[src/rtl/srl_fifo_bus_if.sv]
// srl_fifo_bus handshake bundle.
// master drives requests, slave is the FIFO.
interface srl_fifo_bus_if #(
  parameter int DW = 32,
  parameter int CW = 5
);
  logic          wr_en;
  logic [DW-1:0] data_in;
  logic          full;
  logic          almost_full;
  logic          rd_en;
  logic [DW-1:0] data_out;
  logic          valid;
  logic          empty;
  logic [CW-1:0] count;
  logic          overflow;
  logic          underflow;

  modport master (
    output wr_en, data_in, rd_en,
    input  full, almost_full,
    input  data_out, valid, empty,
    input  count, overflow, underflow
  );

  modport slave (
    input  wr_en, data_in, rd_en,
    output full, almost_full,
    output data_out, valid, empty,
    output count, overflow, underflow
  );
endinterface

[src/rtl/srl_fifo_bus.sv]
// FWFT FIFO behind the SRL delay bus.
// Shift-chain storage, head selected by count-1.
module srl_fifo_bus #(
  parameter int C_DATA_WIDTH   = 32,
  parameter int C_DEPTH        = 16,
  parameter int C_AFULL_MARGIN = 1
) (
  input  logic           clk,
  input  logic           rst,
  srl_fifo_bus_if.slave  bus
);
  localparam int CW = $clog2(C_DEPTH + 1);
  localparam int AW = $clog2(C_DEPTH);
  localparam logic [CW-1:0] FULL_LVL =
    CW'(C_DEPTH);
  localparam logic [CW-1:0] AF_LVL =
    CW'(C_DEPTH - C_AFULL_MARGIN);

  logic [C_DATA_WIDTH-1:0] srl [C_DEPTH];
  logic [CW-1:0]           cnt;
  logic                    ovf;
  logic                    udf;
  logic                    full;
  logic                    valid;
  logic                    wr_acc;
  logic                    rd_acc;
  logic [AW-1:0]           head_idx;

  assign full   = (cnt == FULL_LVL);
  assign valid  = (cnt != '0);
  assign wr_acc = bus.wr_en & ~full;
  assign rd_acc = bus.rd_en & valid;

  // count==C_DEPTH truncates to 0, so minus 1 lands on C_DEPTH-1
  assign head_idx = cnt[AW-1:0] - AW'(1);

  // no reset on storage so it maps onto shift-register primitives
  always_ff @(posedge clk) begin
    if (wr_acc) begin
      srl[0] <= bus.data_in;
      for (int k = 1; k < C_DEPTH; k++)
        srl[k] <= srl[k-1];
    end
  end

  always_ff @(posedge clk or negedge rst) begin
    if (!rst) begin
      cnt <= '0;
    end else begin
      unique case (1'b1)
        wr_acc & ~rd_acc: cnt <= cnt + CW'(1);
        rd_acc & ~wr_acc: cnt <= cnt - CW'(1);
        default: ;
      endcase
    end
  end

  always_ff @(posedge clk or negedge rst) begin
    if (!rst) begin
      ovf <= 1'b0;
      udf <= 1'b0;
    end else begin
      if (bus.wr_en & full)   ovf <= 1'b1;
      if (bus.rd_en & ~valid) udf <= 1'b1;
    end
  end

  assign bus.count       = cnt;
  assign bus.full        = full;
  assign bus.almost_full = (cnt >= AF_LVL);
  assign bus.valid       = valid;
  assign bus.empty       = ~valid;
  assign bus.overflow    = ovf;
  assign bus.underflow   = udf;
  assign bus.data_out    =
    valid ? srl[head_idx] : '0;
endmodule
[src/flat_wrapper.sv]
// flat-port wrapper written by rule: the top's interface ports become plain ports
module srl_fifo_bus_flat 
#(
  parameter int C_DATA_WIDTH   = 32,
  parameter int C_DEPTH        = 16,
  parameter int C_AFULL_MARGIN = 1
)
  (clk, rst, bus_wr_en, bus_data_in, bus_rd_en, bus_full, bus_almost_full, bus_data_out, bus_valid, bus_empty, bus_count, bus_overflow, bus_underflow);
  srl_fifo_bus_if bus_i ();
  input  logic clk;
  input  logic rst;
  input wire logic [$bits(bus_i.wr_en)-1:0] bus_wr_en;
  input wire logic [$bits(bus_i.data_in)-1:0] bus_data_in;
  input wire logic [$bits(bus_i.rd_en)-1:0] bus_rd_en;
  output wire logic [$bits(bus_i.full)-1:0] bus_full;
  output wire logic [$bits(bus_i.almost_full)-1:0] bus_almost_full;
  output wire logic [$bits(bus_i.data_out)-1:0] bus_data_out;
  output wire logic [$bits(bus_i.valid)-1:0] bus_valid;
  output wire logic [$bits(bus_i.empty)-1:0] bus_empty;
  output wire logic [$bits(bus_i.count)-1:0] bus_count;
  output wire logic [$bits(bus_i.overflow)-1:0] bus_overflow;
  output wire logic [$bits(bus_i.underflow)-1:0] bus_underflow;
  assign bus_i.wr_en = bus_wr_en;
  assign bus_i.data_in = bus_data_in;
  assign bus_i.rd_en = bus_rd_en;
  assign bus_full = bus_i.full;
  assign bus_almost_full = bus_i.almost_full;
  assign bus_data_out = bus_i.data_out;
  assign bus_valid = bus_i.valid;
  assign bus_empty = bus_i.empty;
  assign bus_count = bus_i.count;
  assign bus_overflow = bus_i.overflow;
  assign bus_underflow = bus_i.underflow;
  srl_fifo_bus #(.C_DATA_WIDTH(C_DATA_WIDTH), .C_DEPTH(C_DEPTH), .C_AFULL_MARGIN(C_AFULL_MARGIN)) u_core (.clk(clk), .rst(rst), .bus(bus_i));
endmodule
[config.mk]
export PLATFORM = sky130hd
export DESIGN_NAME = srl_fifo_bus_flat
export DESIGN_NICKNAME = d
export VERILOG_FILES = /design/src/rtl/srl_fifo_bus_if.sv /design/src/rtl/srl_fifo_bus.sv /design/src/flat_wrapper.sv
export SDC_FILE = /design/constraint.sdc
export NUM_CORES = 1
export LEC_CHECK = 0
export BUFFER_PORTS_ARGS = -buffer_cell sky130_fd_sc_hd__clkbuf_2
export CAP_MARGIN = 20
export CORE_MARGIN = 2
export CORE_UTILIZATION = 50
export DETAILED_ROUTE_END_ITERATION = 7
export HOLD_SLACK_MARGIN = 0.06
export MAX_ROUTING_LAYER = met4
export PLACE_DENSITY = 0.7
export SYNTH_ARGS = -nofsm -noshare
export SYNTH_HDL_FRONTEND = slang
export SYNTH_SLANG_ARGS = --single-unit
[constraint.sdc]
create_clock -name clk -period 15.6 [get_ports clk]
set_clock_uncertainty 0.1 [all_clocks]
set_input_delay 4.68 -clock clk [delete_from_list [all_inputs] [get_ports clk]]
set_output_delay 4.68 -clock clk [all_outputs]
set_load 0.005 [all_outputs]
==> results_dict.tcl, run 1 <==
set metrics [dict create \
    rsz0062_at_grt "no" \
    cts_resized 0 \
    worst_path_max_delay_cell "nand2_2" \
    postLayoutCoreUtil 0.567 \
    grt_max_degree 203 \
    timing.setup.tns_ps 0 \
    yosysWarnings 0 \
    cts_buffers 53 \
    synth-xor-area-share 0.00336 \
    dpl.hpwl_um 20400 \
    wire_per_inst_um 21.0 \
    holdBufCountCts 0 \
    status "completed" \
    cp-end-kind "primary output" \
    synth_top_area_frac 0.737 \
    clk_pin_slew_worst_paths_ps 60 \
    drt_wl_total_um 37800 \
    async_reset_ff_frac 0.0135 \
    post-route-min-period_ps 9420 \
    die_h_um 208 \
    synth_top_cell_by_area "edfxtp_1" \
    place_ws_ps 6780 \
    tightest_slew_ps 1210 \
    nets 1274 \
    vias 10500 \
    finalWorstSetupSlack_ps 6180 \
    die_w_um 208 \
    place_inst 1708 \
    ant_nets 0 \
    htreeDepth 2 \
    route.detailed.drc 0 \
    postCtsSetupBuffers 0 \
    maxCapViolations 0 \
    finalSetupViolCount 0 \
    finalHoldViolCount 0 \
    insertion_delay_ps 610 \
    synth_top_family_by_area "multiplexers" \
    syn-num-nets 1207 \
    vias_per_cell 5.85 \
    slew_viol_final 0 \
    path_common_cell "buf_4" \
    grt_pass1_vias 10300 \
    cp_num_buf_inv 4 \
    max_stage_delay_ps 750 \
    grt.busiest_layer "met1" \
    synth_most_common_cell "edfxtp_1" \
    period_share 0.604 \
    dr.pass1.iters 7 \
    synth_compound_area_frac 0.0480 \
    grtUsageMet1 0.268 \
    globalRoute.totalOverflow 0 \
    cts_tree "yes" \
    die_area_um2 43400 \
    ir_drop_mv 0.135 \
    diodes 0 \
    area_delta_synth_final_pct 11.4 \
    fmax_ghz 0.106 \
    yosysUniqueCellTypes 37 \
    start_util 0.509 \
    crit_path_max_fanout 68 \
    netlist_area_um2 20900 \
    start_kind "flop" \
    drt_iter0_markers 1192 \
    syn_avg_cell_area_um2 17.9 \
    ys_seq_area_frac 0.745 \
    crit_type "flop to primary output" \
    antenna_found_initial 0 \
    crit_arrival_ps 4640 \
    crit_chain "inv_2 > buf_4 > ha_1 > xor2_4 > buf_4 > nand2_2 > o22ai_1 > o32ai_2 > clkbuf_2" \
    cp_top_family "buffers and inverters" \
    synth_ff_type "edfxtp_1" \
    ys_top_cells_by_count "512 x edfxtp_1, 129 x mux2_2, 129 x nand3_1" \
    fin_area_um2 23200 \
    grt.total_usage 0.177 \
    ys_top_cells_by_area "edfxtp_1 74%, mux2_2 7.0%, mux2i_1 6.1%" \
    cp_data_required_time_ps 10820 \
    fin_cells 1799 \
    hold_path_class "flop to flop" \
    syn_inst 1165 \
    synthMuxAreaShare 0.131 \
    core_area_um2 41000 \
    yosys.area_share.simple 0.0458 \
    leakagePower_uw 0.00815 \
    post_dp_cell_area_um2 21600 \
    place.gp.congestion 0.758 \
    grt_pass1_wl_um 59100 \
    drive_gt1_frac 0.260 \
    rows 74 \
    io_pins 79 \
    power_density_nw_per_um2 228 \
    cts_buffer_depth 3 \
    gr-usage-met2 0.245 \
    clock-sinks 519 \
    clockRootBuffer "clkbuf_16" \
    synth_edf_count 512 \
    synth-seq-cells 519 \
    use_met3 0.0367 \
    synthAdderAreaFrac 0.00360 \
    slew_headroom 0.195 \
    portBuffers 78 \
]
placed cells by master, fill, tap and decap left out, types with 2 or more instances in the layout:
| cell type | instances |
|---|---|
| edfxtp_1 | 512 |
| mux2_2 | 129 |
| nand3_1 | 129 |
| mux2i_1 | 128 |
| clkbuf_2 | 78 |
| o22ai_1 | 64 |
| clkbuf_16 | 53 |
| nand4_1 | 32 |
| o32ai_2 | 30 |
| clkinv_1 | 14 |
| clkbuf_1 | 11 |
| buf_4 | 11 |
| a21oi_1 | 6 |
| clkinv_2 | 6 |
| dfrtp_1 | 6 |
| xor2_1 | 5 |
| ha_1 | 5 |
| nand2_2 | 4 |
| nor2b_1 | 3 |
| nand2_1 | 3 |
| nor2_1 | 2 |
| inv_1 | 2 |
| nand2b_1 | 2 |
| o32ai_1 | 2 |
| a21o_1 | 2 |
| clkinv_8 | 2 |
| bufinv_16 | 2 |
| buf_12 | 2 |
kinds of logic (layout without fill, tap and decap cells):
logic type                 Yosys count  after routing
and+or+nand+nor                    181            181
adders and majority gates            6              6
DFF                                519            519
AOI/OAI and AO/OA                  110            110
buffers and inverters               84            186
muxes                              257            257
xor gates and xnor gates             8              8
power breakdown:
group	switching, uW	internal, uW
logic	1280	946
registers	110	1790
clock network	512	652
total	1900	3390
final cells by class:
type                    instances  area [um2]
repair buffers                 92         541
multi-input cells             562        4900
inverters                       4        18.8
clock inverters                26         193
fillers                      3099       17800
well taps                     532         666
clock buffers                  64        1370
flip-flops and latches        519       15600
through the flow:
stage	hold WS [ps]	power [uW]
floorplan	320	3630
global placement	322	4130
detailed placement	329	4160
CTS	334	5340
global route	345	5570
finish	336	5290
registers in the layout, indices dropped and copies added, names as in the netlist:
| register | count |
|---|---|
| u_core.bus.underflow | 1 |
| u_core.srl | 512 |
| u_core.bus.count | 5 |
| u_core.bus.overflow | 1 |
metal layers:
metal	vias up	wire length, um
li1	4825	-
met2	313	16500
met1	5335	18500
met4	0	678
met5	-	0
met3	51	2160
worst paths after layout:
check | end | from | cells past startpoint | slack [ps]
hold reg to reg | u_core.srl[14][17] | u_core.srl[13][17] | 0 | 340
max in group asynchronous | u_core.bus.count[0] | rst | 1 | 11380
setup / recovery | bus_data_out[14] | u_core.bus.count[0] | 9 | 6180
setup reg to reg | u_core.srl[8][12] | u_core.bus.count[2] | 6 | 11550
hold / removal | u_core.srl[14][17] | u_core.srl[13][17] | 0 | 340
min in group asynchronous | u_core.bus.underflow | rst | 1 | 3820
Power figures use the tool's default switching activity.
==> inputs of run 2 (changes only) <==
Settings changed: PLACE_DENSITY 0.7 to 0.72.
Clock period 15.6 ns to 8.09 ns, I/O delays scaled along.
==> run 2 against run 1 <==
Net effect:
- clock power up 110%
- combinational power grew 97%
- hold slack gained 3.1 ps
- largest cell class unchanged
- largest power group unchanged
- highest routed layer unchanged
==> results_dict.tcl, run 2 (same netlist as run 1, synthesis figures left out) <==
set metrics [dict create \
    antenna_found_initial 0 \
    fmax_ghz 0.161 \
    wire_per_inst_um 21.3 \
    holdBufCountCts 0 \
    postLayoutCoreUtil 0.572 \
    vias_per_cell 5.83 \
    hold_depth 0 \
    start_kind "flop" \
    core_area_um2 41000 \
    rows 74 \
    clock-sinks 519 \
    maxCapViolations 0 \
    cts_buffer_depth 3 \
    reg2reg_depth 6 \
    crit_type "flop to primary output" \
    drt_iter0_markers 1064 \
    route.detailed.drc 0 \
    power_density_nw_per_um2 446 \
    cp-end-kind "primary output" \
    hold_path_class "flop to flop" \
    grt_pass1_vias 10300 \
    leakagePower_uw 0.00826 \
    die_area_um2 43400 \
    multi_input_area_um2 4900 \
    globalRoute.totalOverflow 0 \
    nets 1277 \
    post-route-min-period_ps 6200 \
    clk_pin_slew_worst_paths_ps 60 \
    layout.area.seq_um2 15600 \
    finalSetupViolCount 0 \
    grt.total_usage 0.181 \
    slew_headroom 0.161 \
    status "completed" \
    drt_wl_total_um 38500 \
    drive_gt1_frac 0.269 \
    cp_data_required_time_ps 5560 \
    slew_viol_final 0 \
    place.gp.congestion 0.732 \
    total_power_uw 10500 \
    insertion_delay_ps 590 \
    area_delta_synth_final_pct 12.5 \
    crit_path_max_fanout 32 \
    tightest_slew_ps 1260 \
    finalHoldViolCount 0 \
    crit_arrival_ps 3670 \
    dpl.hpwl_um 20900 \
    grt_pass1_wl_um 60000 \
    n_fill_cell 3037 \
    die_w_um 208 \
    top_register "u_core.srl" \
    ir_drop_mv 0.357 \
    htreeDepth 2 \
    cts_resized 0 \
    start_util 0.509 \
    clockRootBuffer "clkbuf_16" \
    postCtsSetupBuffers 0 \
    cts_tree "yes" \
    vias 10500 \
    final_common_cell "edfxtp_1" \
    diodes 0 \
    cts_buffers 53 \
    die_h_um 208 \
    mostFrequentLayoutCells "512 x edfxtp_1, 129 x mux2_2, 129 x nand3_1" \
    ant_nets 0 \
    portBuffers 78 \
    largest_reg_flops 512 \
    rsz0062_at_grt "no" \
    dr.pass1.iters 5 \
    grt_max_degree 225 \
    io_pins 79 \
    period_share 0.766 \
]
## run 2: changes by cell type in the layout (fill, tap and decap cells not counted), moves of 3 or more
| cell | before | now |
|---|---|---|
| inv_6 | 1 | 4 |
| buf_12 | 2 | 5 |
| bufinv_16 | 2 | 6 |
| clkinv_1 | 14 | 9 |
## run 2: worst paths after layout
| path | start | end | slack [ps] |
|---|---|---|---|
| setup / recovery | u_core.bus.count[1] | bus_data_out[23] | 1890 |
| hold / removal | u_core.srl[13][9] | u_core.srl[14][9] | 340 |
| setup reg to reg | u_core.bus.count[2] | u_core.srl[7][1] | 4600 |
| hold reg to reg | u_core.srl[13][9] | u_core.srl[14][9] | 340 |
| max in group asynchronous | rst | u_core.bus.count[0] | 6110 |
| min in group asynchronous | rst | u_core.bus.count[0] | 1590 |
## run 2: area by class of cell
cell class / instances / share of cell area
tap: 532 / 0.0284
sequential: 519 / 0.663
clock inverter: 30 / 0.0133
multi-input combinational: 562 / 0.209
timing repair buffer: 95 / 0.0256
clock buffer: 66 / 0.0604
inverter: 4 / 0.000800
## run 2: critical path: stages, from the launching register on
cell      delay [ps]
dfrtp_1          540
inv_1            190
ha_1             310
xnor2_2          550
nand2_2          710
o22ai_1          470
o32ai_2          160
clkbuf_2         150
## run 2: layer usage
layer	GRT usage	routed length [um]	up-vias	part of all wire
met1	0.280	19000	5320	0.49
met2	0.250	16700	301	0.43
met4	0.0558	806	0	0.021
met3	0.0251	1940	61	0.050
met5	-	0	-	0
li1	-	-	4852	-
## run 2: power by group
part           switching (uW)  internal [uW]  leakage (uW)  total [uW]
clock network             994           1430      0.000843        2430
logic                    2520           1880       0.00234        4390
registers                 207           3450       0.00508        3650
total                    3720           6760       0.00826       10500
## run 2: metrics by stage
stage | hold WS (ps) | setup TNS [ps] | instance area (um2) | setup WS (ps) | instances
detailed placement | 328 | 0 | 21700 | 2510 | 1711
global placement | 321 | 0 | 21700 | 2570 | 1711
finish | 339 | 0 | 23500 | 1890 | 1808
global route | 348 | 0 | 23500 | 1700 | 1808
floorplan | 320 | -1329430 | 20900 | -2600 | 1165
CTS | 340 | 0 | 23400 | 1830 | 1807
==> inputs of run 3 (changes only) <==
Settings changed: ABC_AREA set to 1, PLACE_DENSITY 0.72 to 0.7.
Clock period 8.09 ns to 5.79 ns, I/O delays scaled along.
==> run 3 against run 2 <==
Net effect:
- die area up 1.4%
- first-iteration DRC count up 47%
- critical path depth up 4
- sequential share of layout area about the same
- utilization down 1.1 points
- global-route usage up 2.0 points
- largest cell class unchanged
==> results_dict.tcl, run 3 <==
set metrics [dict create \
    syn-num-nets 1834 \
    drt_iter0_markers 1562 \
    status "completed" \
    path_common_cell "nor2_1" \
    tightest_slew_ps 1050 \
    grt_pass1_wl_um 68800 \
    async_reset_ff_frac 0.0135 \
    start_util 0.506 \
    synth_top_area_frac 0.727 \
    drt_wl_total_um 43400 \
    io_pins 79 \
    crit_type "flop to primary output" \
    diodes 0 \
    clock-sinks 519 \
    synth_ff_type "edfxtp_1" \
    cts_resized 0 \
    clk_pin_slew_worst_paths_ps 60 \
    top_register "u_core.srl" \
    post_dp_cell_area_um2 21800 \
    cts_tree "yes" \
    final_common_cell "nand2_1" \
    synth_top_cell_by_area "edfxtp_1" \
    layout.area.seq_um2 15600 \
    drive_gt1_frac 0.0940 \
    syn_inst 1792 \
    hold_path_class "flop to flop" \
    cp_top_family "buffers and inverters" \
    syn_avg_cell_area_um2 11.8 \
    place.gp.congestion 0.820 \
    leakagePower_uw 0.00910 \
    nets 1875 \
    route.detailed.drc 0 \
    rsz0062_at_grt "no" \
    die_h_um 210 \
    synth_most_common_cell "nand2_1" \
    insertion_delay_ps 570 \
    die_area_um2 44000 \
    ys_top_cells_by_area "edfxtp_1 73%, nand2_1 11%, nand3_1 8.5%" \
    ys_top_cells_by_count "636 x nand2_1, 512 x edfxtp_1, 360 x nand3_1" \
    cp_num_buf_inv 4 \
    total_power_uw 14400 \
    worst_path_max_delay_cell "clkinv_2" \
    dpl.hpwl_um 23100 \
    cts_buffer_depth 3 \
    crit_arrival_ps 3480 \
    vias 13400 \
    synth_edf_count 512 \
    fin_area_um2 23500 \
    finalWorstSetupSlack_ps 473 \
    ant_nets 0 \
    slew_viol_final 0 \
    core_area_um2 41900 \
    holdBufCountCts 0 \
    mostFrequentLayoutCells "634 x nand2_1, 512 x edfxtp_1, 360 x nand3_1" \
    portBuffers 78 \
    place_ws_ps 1130 \
    ir_drop_mv 0.502 \
    htreeDepth 2 \
    cp_data_required_time_ps 3950 \
    n_fill_cell 3382 \
    multi_input_area_um2 4910 \
    max_stage_delay_ps 630 \
    synth-seq-cells 519 \
    yosysWarnings 0 \
    grt_max_degree 219 \
    netlist_area_um2 21200 \
    clockRootBuffer "clkbuf_16" \
    fmax_ghz 0.188 \
    die_w_um 210 \
    finalHoldViolCount 0 \
    slew_headroom 0.303 \
    postCtsSetupBuffers 0 \
    cp-end-kind "primary output" \
    antenna_found_initial 0 \
    dr.pass1.iters 6 \
    crit_path_max_fanout 43 \
    finalSetupViolCount 0 \
    area_delta_synth_final_pct 11.0 \
    crit_chain "inv_8 > ha_1 > nand2_1 > nand2_2 > clkinv_2 > buf_12 > nand2_1 > nor2_1 > nor2_1 > nor2_1 > clkbuf_2" \
    ys_seq_area_frac 0.735 \
    grt_pass1_vias 12500 \
    start_kind "flop" \
    postLayoutCoreUtil 0.561 \
    maxCapViolations 0 \
    power_density_nw_per_um2 612 \
    vias_per_cell 5.54 \
    period_share 0.918 \
    grt.total_usage 0.202 \
    place_inst 2318 \
    rows 75 \
    largest_reg_flops 512 \
    cts_buffers 52 \
    fin_cells 2412 \
    yosysUniqueCellTypes 22 \
    rrSetupSlack_ps 2520 \
    post-route-min-period_ps 5320 \
    globalRoute.totalOverflow 0 \
    wire_per_inst_um 18.0 \
]
==> run 3: changes by cell type after synthesis, moves of 27 or more <==
| cell | change |
|---|---|
| nand4_1 | -32 |
| o22ai_1 | -63 |
| mux2i_1 | -128 |
| nor2_1 | +100 |
| nand3_1 | +231 |
| o32ai_2 | -30 |
| mux2_2 | -129 |
| nand2_1 | +629 |
| a21oi_1 | +27 |
==> run 3: cells by family (layout without fill, tap and decap cells) <==
family | after synthesis | after routing | share of synthesized area
AO/OA/AOI/OAI | 40 | 40 | 0.00988
XOR/XNOR | 2 | 2 | 0.000828
adder cells (fa/ha/maj) | 6 | 6 | 0.00355
buffers and inverters | 126 | 207 | 0.0344
flip-flops | 519 | 519 | 0.735
AND/OR/NAND/NOR | 1099 | 1099 | 0.216
==> run 3: power by group <==
| group | total (uW) | switching, uW | internal, uW |
|---|---|---|---|
| registers | 5180 | 288 | 4890 |
| logic | 5940 | 4140 | 1800 |
| clock network | 3240 | 1370 | 1870 |
| total | 14400 | 5800 | 8560 |
==> run 3: stage by stage <==
stage	hold WS (ps)	TNS, ps
after detailed placement	332	0
final	340	0
after global placement	327	0
after global routing	338	0
after floorplan	327	-2152370
after CTS	331	0
==> run 3: per-layer routing <==
| metal | track usage | vias up | part of all wire |
|---|---|---|---|
| li1 | - | 6324 | - |
| met3 | 0.0280 | 85 | 0.071 |
| met1 | 0.303 | 6422 | 0.45 |
| met2 | 0.284 | 537 | 0.45 |
| met4 | 0.0702 | 0 | 0.030 |
| met5 | - | - | 0 |
==> run 3: layout make-up <==
type	count	area share
multi-input cells	1147	0.209
flip-flops and latches	519	0.663
clock inverters	31	0.0108
clock buffers	63	0.0590
inverters	19	0.00368
well taps	539	0.0287
repair buffers	94	0.0260
==> run 3: path summary, 6_finish.rpt <==
check	startpoint	to	cells after the start
setup / recovery	u_core.bus.count[0]	bus_data_out[19]	11
hold / removal	u_core.srl[5][3]	u_core.srl[6][3]	0
setup reg to reg	u_core.bus.count[0]	u_core.srl[6][25]	8
hold reg to reg	u_core.srl[5][3]	u_core.srl[6][3]	0
max in group asynchronous	rst	u_core.bus.count[0]	1
min in group asynchronous	rst	u_core.bus.overflow	1
